[src/rtl/ibis_tmds_rx.sv]
`default_nettype none
// ============================================================================
//  Module   : ibis_tmds_rx
//  Brief    : Single-channel TMDS receiver. Hunts for control-token alignment
//             in a serial bitstream, verifies phase over several tokens, then
//             decodes aligned 10-bit symbols into video bytes or control codes.
//             A watchdog drops lock after too many consecutive video words.
//  Revision : 1.0 - initial release
// ============================================================================
module ibis_tmds_rx #(
  parameter int LOCK_COUNT     = 4,
  parameter int WATCHDOG_WORDS = 4096
) (
  input  logic       aclk,
  input  logic       areset,
  input  logic       enable,
  input  logic       in_serial,
  output logic       locked,
  output logic       out_valid,
  output logic       data_enable,
  output logic [1:0] control,
  output logic [7:0] data
);

  localparam int              WD_W       = $clog2(WATCHDOG_WORDS + 1);
  localparam logic [3:0]      LOCK_LIMIT = 4'(LOCK_COUNT);
  localparam logic [WD_W-1:0] WD_LIMIT   = WD_W'(WATCHDOG_WORDS);
  localparam logic [WD_W-1:0] WD_ONE     = WD_W'(1);

  localparam logic [1:0] ST_HUNT   = 2'd0;
  localparam logic [1:0] ST_VERIFY = 2'd1;
  localparam logic [1:0] ST_LOCKED = 2'd2;

  // Control tokens as they appear in the shift register (sr[9] leftmost).
  localparam logic [9:0] TOK_C00 = 10'b1101010100;
  localparam logic [9:0] TOK_C01 = 10'b0010101011;
  localparam logic [9:0] TOK_C10 = 10'b0101010100;
  localparam logic [9:0] TOK_C11 = 10'b1010101011;

  logic [1:0]      state_q,  state_d;
  logic [9:0]      sr_q,     sr_d;
  logic [3:0]      bitcnt_q, bitcnt_d;
  logic [3:0]      match_q,  match_d;
  logic [WD_W-1:0] wd_q,     wd_d;
  logic            valid_q,  valid_d;
  logic            de_q,     de_d;
  logic [1:0]      ctrl_q,   ctrl_d;
  logic [7:0]      data_q,   data_d;

  logic            w_is_tok;
  logic [1:0]      w_tok_val;
  logic [7:0]      w_vid_d;
  logic [7:0]      w_vid_byte;
  logic            w_boundary;
  logic [3:0]      w_bitcnt_inc;
  logic [3:0]      w_match_inc;
  logic [WD_W-1:0] w_wd_inc;

  assign w_boundary   = (bitcnt_q == 4'd0);
  assign w_bitcnt_inc = (bitcnt_q == 4'd9) ? 4'd0 : bitcnt_q + 4'd1;
  assign w_match_inc  = match_q + 4'd1;
  assign w_wd_inc     = wd_q + WD_ONE;

  // Classify the current shift-register contents as one of the four tokens.
  always_comb begin
    w_is_tok  = 1'b1;
    w_tok_val = 2'b00;
    case (sr_q)
      TOK_C00: w_tok_val = 2'b00;
      TOK_C01: w_tok_val = 2'b01;
      TOK_C10: w_tok_val = 2'b10;
      TOK_C11: w_tok_val = 2'b11;
      default: w_is_tok  = 1'b0;
    endcase
  end

  // Undo the optional inversion, then the XOR/XNOR transition chain.
  always_comb begin
    w_vid_d       = sr_q[9] ? ~sr_q[7:0] : sr_q[7:0];
    w_vid_byte    = 8'h00;
    w_vid_byte[0] = w_vid_d[0];
    for (int i = 1; i < 8; i++) begin
      w_vid_byte[i] = sr_q[8] ? (w_vid_d[i] ^ w_vid_d[i-1])
                              : ~(w_vid_d[i] ^ w_vid_d[i-1]);
    end
  end

  // Alignment state machine, phase counter, watchdog and output decode.
  always_comb begin
    sr_d     = {in_serial, sr_q[9:1]};
    state_d  = state_q;
    bitcnt_d = bitcnt_q;
    match_d  = match_q;
    wd_d     = wd_q;
    valid_d  = 1'b0;
    de_d     = de_q;
    ctrl_d   = ctrl_q;
    data_d   = data_q;
    case (state_q)
      ST_HUNT: begin
        if (w_is_tok) begin
          state_d  = ST_VERIFY;
          bitcnt_d = 4'd1;
          match_d  = 4'd1;
        end
      end
      ST_VERIFY: begin
        bitcnt_d = w_bitcnt_inc;
        if (w_boundary) begin
          if (w_is_tok) begin
            match_d = w_match_inc;
            if (w_match_inc == LOCK_LIMIT) begin
              state_d = ST_LOCKED;
              wd_d    = '0;
            end
          end else begin
            state_d  = ST_HUNT;
            match_d  = 4'd0;
            bitcnt_d = 4'd0;
          end
        end
      end
      ST_LOCKED: begin
        bitcnt_d = w_bitcnt_inc;
        if (w_boundary) begin
          if (w_is_tok) begin
            wd_d    = '0;
            valid_d = 1'b1;
            de_d    = 1'b0;
            ctrl_d  = w_tok_val;
          end else if (w_wd_inc == WD_LIMIT) begin
            // Too long without a token: abandon lock, drop this word.
            state_d  = ST_HUNT;
            wd_d     = '0;
            match_d  = 4'd0;
            bitcnt_d = 4'd0;
          end else begin
            wd_d    = w_wd_inc;
            valid_d = 1'b1;
            de_d    = 1'b1;
            data_d  = w_vid_byte;
          end
        end
      end
      default: begin
        state_d  = ST_HUNT;
        match_d  = 4'd0;
        bitcnt_d = 4'd0;
        wd_d     = '0;
      end
    endcase
  end

  // Register update; all state freezes while enable is low.
  always_ff @(posedge aclk) begin
    if (areset) begin
      state_q  <= ST_HUNT;
      sr_q     <= 10'd0;
      bitcnt_q <= 4'd0;
      match_q  <= 4'd0;
      wd_q     <= '0;
      valid_q  <= 1'b0;
      de_q     <= 1'b0;
      ctrl_q   <= 2'b00;
      data_q   <= 8'h00;
    end else if (enable) begin
      state_q  <= state_d;
      sr_q     <= sr_d;
      bitcnt_q <= bitcnt_d;
      match_q  <= match_d;
      wd_q     <= wd_d;
      valid_q  <= valid_d;
      de_q     <= de_d;
      ctrl_q   <= ctrl_d;
      data_q   <= data_d;
    end
  end

  // A pending strobe stays registered but is hidden until enable returns.
  assign out_valid   = valid_q & enable;
  assign locked      = (state_q == ST_LOCKED);
  assign data_enable = de_q;
  assign control     = ctrl_q;
  assign data        = data_q;

endmodule
`default_nettype wire

[config.mk]
export PLATFORM = sky130hd
export DESIGN_NAME = ibis_tmds_rx
export DESIGN_NICKNAME = d
export VERILOG_FILES = /design/src/rtl/ibis_tmds_rx.sv
export SDC_FILE = /design/constraint.sdc
export NUM_CORES = 1
export LEC_CHECK = 0
export BUFFER_PORTS_ARGS = -buffer_cell sky130_fd_sc_hd__buf_2
export CAP_MARGIN = 30
export CORE_MARGIN = 3
export CORE_UTILIZATION = 54
export DETAILED_ROUTE_END_ITERATION = 10
export HOLD_SLACK_MARGIN = 0.06
export PLACE_DENSITY = 0.83
export SLEW_MARGIN = 20
export SYNTH_ARGS = -nofsm -noshare
export SYNTH_HDL_FRONTEND = slang
export SYNTH_SLANG_ARGS = --single-unit
[constraint.sdc]
create_clock -name aclk -period 2.2 [get_ports aclk]
set_input_delay 0.44 -clock aclk [delete_from_list [all_inputs] [get_ports aclk]]
set_output_delay 0.44 -clock aclk [all_outputs]
set_load 0.03 [all_outputs]
==> load_flow_metrics.sql <==
INSERT INTO impl_metrics (metric_group, metric, value, unit) VALUES
('status', 'status', 'complete, but fails checks', ''),
('status', 'failed_checks', 'setup timing', ''),
('finish', 'num-fill-cells', '355', ''),
('setup_path', 'crit_chain', 'ha_4 -> or3b_4 -> or4b_4 -> a21oi_4 -> o221a_4 -> nor2_4 -> a221o_1', ''),
('setup_path', 'cp_data_required_time', '2.40', 'ns'),
('finish', 'drive_gt1_frac', '0.250', ''),
('placement', 'sum_of_net_half_perimeters_after_detailed_placement', '3.95', 'mm'),
('finish', 'multi_input_area', '1580', 'um2'),
('floorplanning', 'initial_utilization', '0.571', ''),
('setup_path', 'timing.reg2reg.setup_slack', '-0.03', 'ns'),
('synthesis', 'synth_simple_gate_area_frac', '0.287', ''),
('placement', 'routabilityCongestion', '0.848', ''),
('sta', 'tns', '-0.0496', 'ns'),
('sta', 'fmax', '449', 'MHz'),
('synthesis', 'synth_warnings', '0', ''),
('route', 'drt-wirelength-per-cell', '14.1', 'um'),
('setup_path', 'worstPathBufferInverterCount', '0', ''),
('route', 'drt-total-wl', '5.52', 'mm'),
('synthesis', 'synth_fa_ha_area_frac', '0.0245', ''),
('power', 'power.ir.vdd_worst', '0.488', 'mV'),
('setup_path', 'timing_worst_setup_path_type', 'register to register', ''),
('cts', 'clock-sinks', '45', ''),
('synthesis', 'synth_top_family_by_area', 'simple AND/OR/NAND/NOR gates', ''),
('sta', 'period_minus_slack', '2.23', 'ns'),
('placement', 'place.port_buffers', '16', ''),
('cts', 'cts_inserted_buffers', '5', ''),
('setup_path', 'critical-path-slowest-cell', 'sky130_fd_sc_hd__or4b_4', ''),
('cts', 'ctsRootBufferMaster', 'sky130_fd_sc_hd__clkbuf_8', ''),
('route', 'detail_routed_via_count_per_cell', '5.87', ''),
('cts', 'cts_tree', 'done', ''),
('power', 'cellLeakagePower', '1.20', 'nW'),
('synthesis', 'ys.flop_type', 'sky130_fd_sc_hd__dfxtp_1', ''),
('setup_path', 'critPathTopFamily', 'simple AND/OR/NAND/NOR gates', ''),
('sta', 'post-route-worst-setup-slack', '-0.0267', 'ns'),
('cts', 'cts.clk_slew.worst_paths', '0.09', 'ns'),
('floorplanning', 'ioPinCount', '17', ''),
('sta', 'final_hold_viol_count', '0', ''),
('power', 'power_frac_seq', '0.544', ''),
('synthesis', 'ys_ff_latch', '45', ''),
('global_routing', 'initial_antenna_violation_count', '0', ''),
('floorplanning', 'dieWidth', '74.8', 'um'),
('setup_path', 'crit_end_category', 'register', ''),
('synthesis', 'synth-edff-count', '0', ''),
('setup_path', 'crit_path_max_incr_delay', '0.50', 'ns'),
('power', 'p_sw', '0.330', 'mW'),
('synthesis', 'synthXorXnorAreaFrac', '0.0411', ''),
('floorplanning', 'core_region_area', '4470', 'um2'),
('floorplanning', 'die_ht', '74.8', 'um'),
('synthesis', 'mappedNetlistArea', '2560', 'um2'),
('route', 'detail_route.first_pass.iterations', '4', ''),
('global_routing', 'total_congestion_overflow', '0', ''),
('setup_path', 'critical_path_arrival', '2.42', 'ns'),
('finish', 'finish.utilization', '0.674', ''),
('sta', 'unrepaired_setup_endpoints_after_global_routing', 'true', ''),
('finish', 'area.growth.synth_to_final', '18.1', '%'),
('finish', 'nNetsFinal', '348', ''),
('cts', 'clock_tree.htree_level_count', '2', ''),
('sta', 'maxSlewHeadroom', '0.706', ''),
('synthesis', 'synth.net_count', '312', ''),
('global_routing', 'grt_pass1_vias', '2134', ''),
('setup_path', 'crit_fanout', '8', ''),
('synthesis', 'yosysUniqueCellTypes', '57', ''),
('sta', 'setup-violations-final', '3', ''),
('sta', 'post-route-period-util', '1.01', ''),
('cts', 'cts_max_path_buffers', '2', ''),
('route', 'number_of_routed_nets_with_antenna_violations', '0', ''),
('synthesis', 'synth.mux.area_fraction', '0.0548', ''),
('sta', 'timing.final.max_slew_violations', '0', ''),
('power', 'switching_share', '0.219', ''),
('hold_path', 'hold_path.class', 'primary input to register', ''),
('route', 'dr_total_vias', '2301', '');
-- metrics by stage --
stage | area, um2 | total power [mW] | hold WS (ns) | std cells | setup slack (ns)
finish | 3020 | 1.51 | 0.384 | 392 | -0.0267
global route | 3020 | 1.55 | 0.403 | 392 | -0.0823
CTS | 2960 | 1.52 | 0.386 | 390 | -0.0345
detailed placement | 2840 | 0.890 | 0.474 | 381 | -0.107
global placement | 2840 | 0.889 | 0.452 | 381 | -0.0724
floorplan | 2570 | 0.876 | 0.442 | 303 | 0.00234
-- routing by layer --
metal  wire [um]  GRT usage  vias up
met2        2510      0.322       44
li1            -          -     1165
met5           0          0        -
met4         119     0.0889        0
met3         186     0.0481       12
met1        2710      0.292     1080
-- cells by family (layout without fill, tap and decap cells) --
group / Yosys count / after routing
simple gates: 133 / 133
compound gates: 67 / 67
flops: 45 / 45
buf+inv: 27 / 64
mux: 14 / 14
xor+xnor: 12 / 12
fa+ha+maj: 5 / 5
-- worst reg2reg max path, cell delays in order (launching register included) --
cell and delay (ns):
sky130_fd_sc_hd__dfxtp_2 0.36, sky130_fd_sc_hd__ha_4 0.13, sky130_fd_sc_hd__or3b_4 0.38, sky130_fd_sc_hd__or4b_4 0.50, sky130_fd_sc_hd__a21oi_4 0.15, sky130_fd_sc_hd__o221a_4 0.21
sky130_fd_sc_hd__nor2_4 0.07, sky130_fd_sc_hd__a221o_1 0.33
-- power groups by stage --
stage | sequential [mW] | clock [mW] | combinational, mW
final | 0.820 | 0.634 | 0.0519
after global routing | 0.820 | 0.672 | 0.0567
after CTS | 0.820 | 0.647 | 0.0512
after detailed placement | 0.839 | 0 | 0.0506
after global placement | 0.839 | 0 | 0.0502
after floorplan | 0.837 | 0 | 0.0394
-- cell usage after synthesis (7+ instances only) --
cell                       count  area share
sky130_fd_sc_hd__inv_1         8       0.012
sky130_fd_sc_hd__dfxtp_1      45        0.35
sky130_fd_sc_hd__a211oi_1     12       0.035
sky130_fd_sc_hd__o21ai_0       9       0.018
sky130_fd_sc_hd__clkbuf_1      9       0.013
sky130_fd_sc_hd__buf_2         7       0.014
sky130_fd_sc_hd__nand3_1      15       0.029
sky130_fd_sc_hd__nor2_1       39       0.057
sky130_fd_sc_hd__xnor2_1      11       0.038
sky130_fd_sc_hd__nor3_1        7       0.014
sky130_fd_sc_hd__nand2b_1      9       0.022
sky130_fd_sc_hd__nand2_1      24       0.035
sky130_fd_sc_hd__a21oi_1      11       0.022
sky130_fd_sc_hd__mux2i_1      14       0.055
-- cell type report --
| class | instances | area share |
|---|---|---|
| Timing Repair Buffer | 48 | 0.106 |
| Sequential cell | 45 | 0.301 |
| Multi-Input combinational cell | 231 | 0.525 |
| Inverter | 8 | 0.00995 |
| Clock inverter | 2 | 0.0129 |
| Tap cell | 52 | 0.0216 |
| Clock buffer | 6 | 0.0240 |
-- path summary, 6_finish.rpt --
check,end,from,depth (start not counted)
worst max-delay path,wd_q[9],match_q[0],7
worst min-delay path,sr_q[9],in_serial,3
worst max register to register,wd_q[9],match_q[0],7
worst min register to register,wd_q[0],wd_q[0],1
-- flip-flops by register name, indices dropped and copies added (netlist names) --
signal       flops
wd_q            13
data_enable      1
state_q          2
bitcnt_q         4
sr_q            10
match_q          4
data             8
valid_q          1
control          2
-- placed cells by master (no fill, tap or decap), types with 6 or more instances in the layout --
master	instances
sky130_fd_sc_hd__o21ai_1	6
sky130_fd_sc_hd__inv_1	8
sky130_fd_sc_hd__buf_4	32
sky130_fd_sc_hd__nor2_1	39
sky130_fd_sc_hd__a211oi_1	12
sky130_fd_sc_hd__nor3_1	7
sky130_fd_sc_hd__nand3_1	15
sky130_fd_sc_hd__xnor2_1	11
sky130_fd_sc_hd__nand2_1	24
sky130_fd_sc_hd__o21ai_0	7
sky130_fd_sc_hd__dfxtp_1	40
sky130_fd_sc_hd__a31oi_1	6
sky130_fd_sc_hd__nand2b_1	9
sky130_fd_sc_hd__mux2i_1	14
sky130_fd_sc_hd__a21oi_1	11
sky130_fd_sc_hd__buf_2	16
-- what timing repair did --
item,CTS,global route
setup buffers,1,2
hold buffers,0,0
resized for setup,1,14
setup endpoints to repair,6,30
pin swaps,6,2
No activity file was read; power rests on OpenSTA's default activity.
